[config.mk]
export PLATFORM = sky130hd
export DESIGN_NAME = reg_file_dump
export DESIGN_NICKNAME = d
export VERILOG_FILES = /design/src/rtl/reg_file_dump.sv
export SDC_FILE = /design/constraint.sdc
export NUM_CORES = 1
export LEC_CHECK = 0
export ABC_AREA = 1
export ABC_CLOCK_PERIOD_IN_PS = 1300
export BUFFER_PORTS_ARGS = -buffer_cell sky130_fd_sc_hd__buf_4
export CORE_MARGIN = 2
export CORE_UTILIZATION = 47
export DETAILED_ROUTE_END_ITERATION = 8
export GPL_ROUTABILITY_DRIVEN = 0
export GPL_TIMING_DRIVEN = 0
export PLACE_DENSITY = 0.88
export RECOVER_POWER = 100
export SLEW_MARGIN = 20
export SYNTH_ARGS = -nofsm -noshare
export SYNTH_HDL_FRONTEND = slang
export SYNTH_SLANG_ARGS = --single-unit
[constraint.sdc]
create_clock -name clk -period 1.3 [get_ports clk]
set_input_delay 0.13 -clock clk [delete_from_list [all_inputs] [get_ports clk]]
set_output_delay 0.13 -clock clk [all_outputs]
set_load 0.02 [all_outputs]
[src/rtl/reg_file_dump.sv]
// Debug read-out sequencer: takes over the reg_file read ports, walks x0..x(NREGS-1)
// two registers per read, and streams {index, value} over a valid/ready port.
module reg_file_dump #(
  parameter int NREGS = 32,
  parameter int DW    = 32
) (
  input  logic          clk,
  input  logic          rst_n,
  input  logic          start,
  input  logic          abort,
  output logic [4:0]    rr1,
  output logic [4:0]    rr2,
  input  logic [DW-1:0] rd1,
  input  logic [DW-1:0] rd2,
  output logic          dout_valid,
  input  logic          dout_ready,
  output logic [DW-1:0] dout_data,
  output logic [4:0]    dout_idx,
  output logic          busy,
  output logic          core_stall,
  output logic          done,
  output logic [2:0]    dbg_state
);

  // Stream handshake: a word transfers on a cycle where dout_valid and dout_ready are
  // both high; while valid is high and ready low, dout_data/dout_idx hold unchanged.

  localparam int              KW     = 4;
  localparam logic [KW-1:0]   K_LAST = KW'(NREGS / 2 - 1);

  typedef enum logic [2:0] {
    S_IDLE  = 3'd0,
    S_READ  = 3'd1,
    S_SEND0 = 3'd2,
    S_SEND1 = 3'd3,
    S_DONE  = 3'd4
  } state_e;

  state_e        state_q, state_d;
  logic [KW-1:0] k_q, k_d;
  logic [KW-1:0] k_inc;
  logic [4:0]    rr1_q, rr1_d;
  logic [4:0]    rr2_q, rr2_d;
  logic [DW-1:0] buf0_q, buf0_d;
  logic [DW-1:0] buf1_q, buf1_d;

  always_ff @(posedge clk or negedge rst_n) begin
    if (!rst_n) begin
      state_q <= S_IDLE;
      k_q     <= '0;
      rr1_q   <= '0;
      rr2_q   <= '0;
      buf0_q  <= '0;
      buf1_q  <= '0;
    end else begin
      state_q <= state_d;
      k_q     <= k_d;
      rr1_q   <= rr1_d;
      rr2_q   <= rr2_d;
      buf0_q  <= buf0_d;
      buf1_q  <= buf1_d;
    end
  end

  assign k_inc = k_q + KW'(1);

  always_comb begin
    state_d = state_q;
    k_d     = k_q;
    rr1_d   = rr1_q;
    rr2_d   = rr2_q;
    buf0_d  = buf0_q;
    buf1_d  = buf1_q;
    if (abort) begin
      state_d = S_IDLE;
      k_d     = '0;
      rr1_d   = '0;
      rr2_d   = '0;
      buf0_d  = '0;
      buf1_d  = '0;
    end else begin
      case (state_q)
        S_IDLE: begin
          if (start) begin
            state_d = S_READ;
            k_d     = '0;
            rr1_d   = 5'd0;
            rr2_d   = 5'd1;
          end
        end
        S_READ: begin
          buf0_d  = rd1;
          buf1_d  = rd2;
          state_d = S_SEND0;
        end
        S_SEND0: begin
          if (dout_ready) state_d = S_SEND1;
        end
        S_SEND1: begin
          if (dout_ready) begin
            if (k_q == K_LAST) begin
              state_d = S_DONE;
              rr1_d   = '0;
              rr2_d   = '0;
            end else begin
              // Addresses for the next pair are loaded here so they are stable all READ.
              state_d = S_READ;
              k_d     = k_inc;
              rr1_d   = {k_inc, 1'b0};
              rr2_d   = {k_inc, 1'b1};
            end
          end
        end
        S_DONE: begin
          state_d = S_IDLE;
          k_d     = '0;
        end
        default: state_d = S_IDLE;
      endcase
    end
  end

  // Outputs decode registered state only, so no input reaches an output combinationally.
  assign rr1        = rr1_q;
  assign rr2        = rr2_q;
  assign dout_valid = (state_q == S_SEND0) || (state_q == S_SEND1);
  assign dout_data  = (state_q == S_SEND0) ? buf0_q :
                      (state_q == S_SEND1) ? buf1_q : '0;
  assign dout_idx   = dout_valid ? {k_q, (state_q == S_SEND1)} : 5'd0;
  assign busy       = (state_q != S_IDLE);
  assign core_stall = (state_q != S_IDLE);
  assign done       = (state_q == S_DONE);
  assign dbg_state  = state_q;

endmodule
=== Word level (Yosys, flattened, before mapping) ===
Cells that the tools add are included.

* Bits in registers: 81
* Output and inout port bits: 54
* Word-level logic and storage cells: 53

* Add/sub/neg operators: 1
* Equal/unequal tests: 9
* Mux-type cells: 28
* Reductions and logical operators: 9

{| class="wikitable"
|+ Operators with widths
! kind !! count
|-
| $mux 32 || 6
|-
| $mux 5 || 9
|-
| $pmux 5 s2 || 2
|-
| $mux 4 || 4
|-
| $mux 3 || 5
|-
| $ne 3x3->1 const B || 4
|-
| $pmux 3 s4 || 1
|-
| $pmux 4 s3 || 1
|-
| $eq 3x2->1 const B || 2
|-
| $reduce_and 3->1 || 2
|-
| $reduce_bool 3->1 || 2
|-
| $add 4x1->4 const B || 1
|-
| $eq 4x4->1 const B || 1
|-
| $reduce_and 4->1 || 1
|-
| $reduce_bool 4->1 || 1
|-
| $eq 3x1->1 const B || 1
|-
| $eq 3x3->1 const B || 1
|-
| $logic_not 3->1 || 1
|-
| $reduce_bool 2->1 || 1
|-
| $logic_or 1x1->1 || 1
|}

=== Depth between registers and ports, before layout ===
Gate-level depths: netlist (run 1).

* Word-level depth: 5
* Depth in mapped cells: 8

=== Least setup slack after synthesis (run 1) ===
OpenSTA, ideal clock, no wires.

* Path kind: reg2out
* Start point: reg state_q[1], in the netlist dbg_state[1]
* End point: out dout_idx[1]
* Arrival time: 1.452 ns
* Required time: 1.170 ns
* Path slack: -0.282 ns
* Cell stages (with the launch flop): 6
* Path buffers: 1
* Path through: dfrtp_1 > buf_6 > inv_1 > nor2_1 > inv_1 > nor2_1

* Longest elaborated chain between the ends: 3
* Elaborated cells between the ends (all ways): 4

{| class="wikitable"
|+ RTL lines
! item !! RTL line !! RTL
|-
| start: declaration || 39 || <nowiki>state_e state_q, state_d;</nowiki>
|-
| start signal: assignment || 56 || <nowiki>state_q <= state_d;</nowiki>
|-
| $eq 3x2->1 || 126 || <nowiki>assign dout_valid = (state_q == S_SEND0) || (state_q == S_SEND1);</nowiki>
|-
| $logic_or 1x1->1 * || 126 ||
|-
| net dout_valid || 15 || <nowiki>output logic dout_valid,</nowiki>
|-
| $mux 5 * || 129 || <nowiki>assign dout_idx = dout_valid ? {k_q, (state_q == S_SEND1)} : 5'd0;</nowiki>
|-
| end: declaration || 18 || <nowiki>output logic [4:0] dout_idx,</nowiki>
|}

The timed path passes the listed nets; every way through them passes the cells marked *.

=== Worst setup path after layout (run 1) ===
* Start point: reg state_q[1], in the netlist dbg_state[1]
* End point: out dout_data[29]

* Longest elaborated chain between the ends: 3
* Elaborated cells between the ends (all ways): 4

{| class="wikitable"
|+ RTL lines
! item !! RTL line !! RTL
|-
| $eq 3x2->1 || 128 || <nowiki>(state_q == S_SEND1) ? buf1_q : '0;</nowiki>
|-
| $mux 32 || 128 ||
|-
| $mux 32 * || 127 || <nowiki>assign dout_data = (state_q == S_SEND0) ? buf0_q :</nowiki>
|-
| end: declaration || 17 || <nowiki>output logic [DW-1:0] dout_data,</nowiki>
|}

Mark *: on every way between the ends. The rest lies on a longest branch, timed or not.

==> results.cfg, run 1 <==
[route]
viasPerCell = 5.40
drt-initial-drc-count = 218
ant_nets = 0
wire_per_inst_um = 19.4
firstDrtPassIters = 4
finalWirelength_um = 13800
via_count = 3855
route.detailed.drc = 0

[timing]
hold_viol_final = 0
fmaxAchievable_ghz = 0.597
slew-limit-headroom_pct = 42.9
fin_setup_tns_ns = -35.31
worstMarginPinSlew_ns = 0.857
rsz0062_at_grt = yes
fin_crit_sh_pct = 129
clock_skew_ns = 0.0187
setup_slack_ns = -0.376
finalSetupViolations = 115
min_period_ns = 1.68
final_max_slew_viol_count = 0

[clock_network]
clk_latency_ns = 0.35
cts_buffers = 9
clkTransAtPathRegs_ns = 0.09
cts_root_buf = clkbuf_8
clock_path_buffers = 2
htree_levels = 3
clock_sinks = 76
cts_tree = built

[finish]
final_cell_mix = buf_4, dfrtp_1, inv_1
drive_gt1_share_pct = 66.2
nets = 672
areaGrowthSynthToFinish_pct = 64.9
antenna_cells = 0
stdcell_area_mm2 = 0.00687
stdcell_count = 714
utilization_pct = 79.2
final_common_cell = buf_4

[synthesis]
yosysTopAreaCell = dfrtp_1
yosysWarningCount = 0
synthCells = 417
seq_area_frac_synth_pct = 45.7
postSynthAreaPerCell_um2 = 9.99
netlist_area_mm2 = 0.00417
netlist_top_cells_area = dfrtp_1, o21ai_2, nand3_2
synth_top_area_share_pct = 45.7
ys_ff_latch = 76
synthDistinctLibCells = 30
synth_fp_nets = 487

[worst_setup_path]
cp_top_family = buffers and inverters
critPathMaxStageDelay_ns = 0.39
cp_slowest_cell = dfrtp_2
cp.buffers_inverters = 3
cp-start-kind = flop
crit_type = flop to primary output
path_cells = buf_8, nand3_4, buf_6, o22ai_2, buf_4
worst_ep_arrival_time_ns = 1.55
crit_required_ns = 1.17
crit_fanout = 10
cp-end-kind = primary output

[floorplan]
dieArea_mm2 = 0.00963
io_pins = 123
dieHeight_um = 98.1
die_w_um = 98.1
core_area_mm2 = 0.00868
start_util_pct = 48.0
fp-row-count = 34

[place]
placed_area_mm2 = 0.00549
io_buffer_count = 121
pre_cts_ws_ns = -0.287
hpwlAfterDp_um = 7720
dp.cells = 646

[status]
violations = negative setup slack
status = finished with violations

[global_route]
track_usage_pct = 28.0
grt-ovfl-total = 0
grt_pass1_vias = 4073
antenna_found_initial = 0
grt_start_max_net_pins = 77
grt_pass1_wl_um = 21200

[run]
timing.max_cap.violations = 0

[power]
peakVddDrop_mv = 0.829
powerDensity_mw_per_mm2 = 1320
p_leak_nw = 3.26

[min_path]
hold_class = primary input to flop
## flip-flops by register name, summed over array words and instances, names as in the netlist
register   count
buf1_q        32
dbg_state      3
rr2            4
rr1            1
k_q            4
buf0_q        32
## where the power goes
| group | leakage [nW] | total (mW) | internal, mW | switching (mW) |
|---|---|---|---|---|
| sequential | 0.990 | 2.79 | 2.67 | 0.127 |
| combinational | 2.16 | 4.05 | 1.99 | 2.07 |
| clock | 0.114 | 2.19 | 1.27 | 0.919 |
| total | 3.26 | 9.04 | 5.93 | 3.11 |
## final timing paths
kind | startpoint | endpoint | slack (ns) | cells after the start
worst min-delay path | rd2[23] | buf1_q[23]$_DFFE_PN0P_ | 0.01 | 3
worst min register to register | buf1_q[7]$_DFFE_PN0P_ | buf1_q[7]$_DFFE_PN0P_ | 0.53 | 2
max in group asynchronous | rst_n | dbg_state[2]$_DFFE_PN0P_ | 0.13 | 3
min in group asynchronous | rst_n | buf1_q[28]$_DFFE_PN0P_ | 0.42 | 2
worst max register to register | dbg_state[2]$_DFFE_PN0P_ | buf1_q[24]$_DFFE_PN0P_ | -0.36 | 10
worst max-delay path | dbg_state[1]$_DFFE_PN0P_ | dout_data[29] | -0.38 | 5
## area by class of cell
class | instances | area [µm²]
tap | 108 | 135
sequential | 76 | 1910
clock buffer | 11 | 131
fill | 508 | 1810
timing repair buffer | 176 | 1790
multi-input combinational | 232 | 2120
inverter | 75 | 292
buffer | 32 | 402
clock inverter | 4 | 98.8
## synthesized netlist by cell type, drive strengths merged
| cell | n |
|---|---|
| nor2 | 17 |
| conb | 1 |
| nand3 | 73 |
| xor2 | 1 |
| ha | 1 |
| nand2 | 31 |
| xnor2 | 1 |
| buf | 34 |
| o21bai | 4 |
| dfrtp | 76 |
| a21oi | 1 |
| nand3b | 1 |
| nor3 | 1 |
| inv | 75 |
| o21ai | 68 |
| o22ai | 32 |
## timing repair
item / CTS / global route
resized for setup: 83 / 37
hold buffers: 1 / 0
buffers inserted: 36 / 3
endpoints found under the setup margin: 115 / 117
gates cloned: 14 / 0
hold endpoints to repair: 70 / 0
pin swaps: 6 / 10
## routing by layer
metal,part of all wire [%],global-route usage (%),vias up,wire length [µm]
met5,0,0,-,0
met4,1.8,9.38,0,244
met3,6.4,4.80,23,878
met2,53,49.0,164,7350
met1,39,35.2,1910,5350
li1,-,-,1758,-
## per-stage QoR
stage | hold WS (ns) | power (mW)
floorplan | -0.166 | 4.66
global placement | 0.341 | 5.40
detailed placement | 0.350 | 5.48
CTS | 0.00254 | 8.77
global route | 0.0110 | 9.38
finish | 0.0105 | 9.04
## worst register-to-register path, stage by stage, from the launching register on
cell and delay (ns):
dfrtp_2 0.41, buf_4 0.18, nor2_4 0.13, buf_6 0.11
nand2_4 0.05, nand2_4 0.11, buf_6 0.15, buf_16 0.14
buf_12 0.12, buf_12 0.11, o21ai_2 0.05
## logic make-up (layout without fill, tap and decap cells)
| group | after synthesis | count (layout) | share of synthesized area, % |
|---|---|---|---|
| other | 1 | 1 | 0.0900 |
| DFF | 76 | 76 | 45.7 |
| xor gates and xnor gates | 2 | 2 | 0.421 |
| buffers and inverters | 109 | 298 | 14.3 |
| AOI/OAI and AO/OA | 105 | 105 | 19.6 |
| adders and majority gates | 1 | 1 | 0.300 |
| and+or+nand+nor | 123 | 123 | 19.6 |
Note: power is estimated with default switching activity, not from simulation.
==> inputs of run 2 (changes only) <==
--- a/constraint.sdc
+++ b/constraint.sdc
@@ -3,2 +3,2 @@
 set_output_delay 0.13 -clock clk [all_outputs]
-set_load 0.02 [all_outputs]
+set_load 0.01 [all_outputs]
==> results.cfg, run 2 (synthesized netlist as in run 1, its figures left out) <==
[finish]
final_common_cell = buf_4
drive_gt1_share_pct = 64.5
register_area_mm2 = 0.00190
areaGrowthSynthToFinish_pct = 61.9
multi_input_area_mm2 = 0.00201
top_regs = buf0_q: 32 flops, buf1_q: 32 flops
nets = 674
final_cell_mix = buf_4, dfrtp_1, inv_1
antenna_cells = 0
fill_cells = 530
stdcell_count = 717

[worst_setup_path]
worst_path_most_repeated_cell = buf_12
worst_ep_arrival_time_ns = 1.94
crit_fanout = 7
cp_slowest_cell = dfrtp_2
crit_type = flop to flop
rrSetupSlack_ns = -0.39
crit_required_ns = 1.54
worstRegToRegCells = 10
reg2reg_to = buf0_q[18]$_DFFE_PN0P_
critPathMaxStageDelay_ns = 0.48
path_cells = buf_4, buf_6, nand2_4, nand2_4, buf_6, buf_12, buf_12, buf_12, nand3_2, o21ai_2
cp-start-kind = flop
r2r-start = dbg_state[0]$_DFFE_PN0P_
cp-end-kind = flop

[timing]
rsz0062_at_grt = yes
slew-limit-headroom_pct = 34.2
fmaxAchievable_ghz = 0.591
worstMarginPinSlew_ns = 0.988
fin_crit_sh_pct = 130
finalSetupViolations = 117
whs_ns = -0.00461
final_max_slew_viol_count = 0
hold_viol_final = 4
clock_skew_ns = 0.0112
setup_slack_ns = -0.392
min_period_ns = 1.69

[power]
combPwrFrac_pct = 45.2
p_total_mw = 8.56
intPower_mw = 5.60
p_clk_share_pct = 22.2
p_leak_nw = 3.24
swShare_pct = 34.6
peakVddDrop_mv = 0.909
powerDensity_mw_per_mm2 = 1270
seqPwrFrac_pct = 32.6
p_sw_mw = 2.96

[run]
timing.max_cap.violations = 0

[min_path]
whs_endpoint = buf0_q[25]$_DFFE_PN0P_
hold_start = rd1[25]
hold_class = primary input to flop
hold_depth = 3

[clock_network]
clkTransAtPathRegs_ns = 0.09
clk_latency_ns = 0.36
clock_sinks = 76
cts_tree = built
clock_path_buffers = 2
cts_buffers = 9
cts_root_buf = clkbuf_8
htree_levels = 3

[floorplan]
fp-row-count = 34
die_w_um = 98.1
core_area_mm2 = 0.00868
dieHeight_um = 98.1
start_util_pct = 48.0
io_pins = 123
dieArea_mm2 = 0.00963

[place]
io_buffer_count = 121
hpwlAfterDp_um = 7660
dp.cells = 646

[global_route]
grt-ovfl-total = 0
track_usage_pct = 27.4
grt_pass1_wl_um = 20800
grt_start_max_net_pins = 77
antenna_found_initial = 0
grt_pass1_vias = 4057

[route]
finalWirelength_um = 13900
ant_nets = 0
firstDrtPassIters = 5
viasPerCell = 5.42
wire_per_inst_um = 19.3
drt-initial-drc-count = 206
route.detailed.drc = 0
via_count = 3883

[status]
status = finished with violations
violations = negative hold slack, negative setup slack
run 2: how the worst max path moves through the flow:
stage	from	to	slack, ns
finish	dbg_state[0]$_DFFE_PN0P_	buf0_q[18]$_DFFE_PN0P_	-0.39
global placement	dbg_state[2]$_DFFE_PN0P_	dout_data[26]	-0.25
floorplan	dbg_state[2]$_DFFE_PN0P_	dout_data[10]	0.00007
CTS	dbg_state[1]$_DFFE_PN0P_	dout_data[8]	-0.35
global route	dbg_state[1]$_DFFE_PN0P_	dout_data[31]	-0.45
detailed placement	dbg_state[2]$_DFFE_PN0P_	dout_data[26]	-0.26
run 2: critical path: cells and delay by family, from the launching register on:
family / cells / cell delay (ns)
compound gates: 1 / 0.07
buf+inv: 6 / 0.82
flops: 1 / 0.48
simple gates: 3 / 0.21
run 2: cell type report:
cell class | count | share of cell area [%]
sequential | 76 | 28.2
clock buffer | 10 | 2.04
tap | 108 | 2.00
buffer | 33 | 6.18
inverter | 75 | 4.25
timing repair buffer | 177 | 26.5
clock inverter | 6 | 0.927
multi-input combinational | 232 | 29.8
run 2: through the flow:
stage               utilization (%)  setup WS [ns]  setup TNS [ns]  cell area, µm²  hold WS [ns]
floorplan                         -      0.0000654               0            4170        -0.166
global placement               60.0         -0.248           -6.70            5210         0.335
detailed placement             60.0         -0.256           -9.23            5210         0.349
CTS                            75.4         -0.347          -30.85            6540       0.00295
global route                   77.7         -0.450          -41.90            6750       -0.0185
finish                         77.7         -0.392          -36.76            6750      -0.00461
run 2: per-layer routing:
metal	vias up	GRT usage, %	wire, µm
met5	-	0	0
met4	0	10.7	547
met1	1920	31.4	5210
met3	45	6.73	999
met2	162	49.4	7110
li1	1756	-	-
run 2: power by group through the flow:
stage	logic (mW)	clock network (mW)	registers [mW]
floorplan	1.50	0	2.80
global placement	2.22	0	2.80
detailed placement	2.28	0	2.82
CTS	3.58	1.86	2.77
global route	4.08	2.03	2.81
finish	3.87	1.90	2.79
run 2: timing repair:
item | 4_1_cts | 5_1_grt
pin swaps | 8 | 5
cloned | 14 | 0
hold buffers | 2 | 0
resized for setup | 106 | 40
endpoints found under the hold margin | 77 | 0
setup endpoints to repair | 114 | 119
buffers inserted | 37 | 3
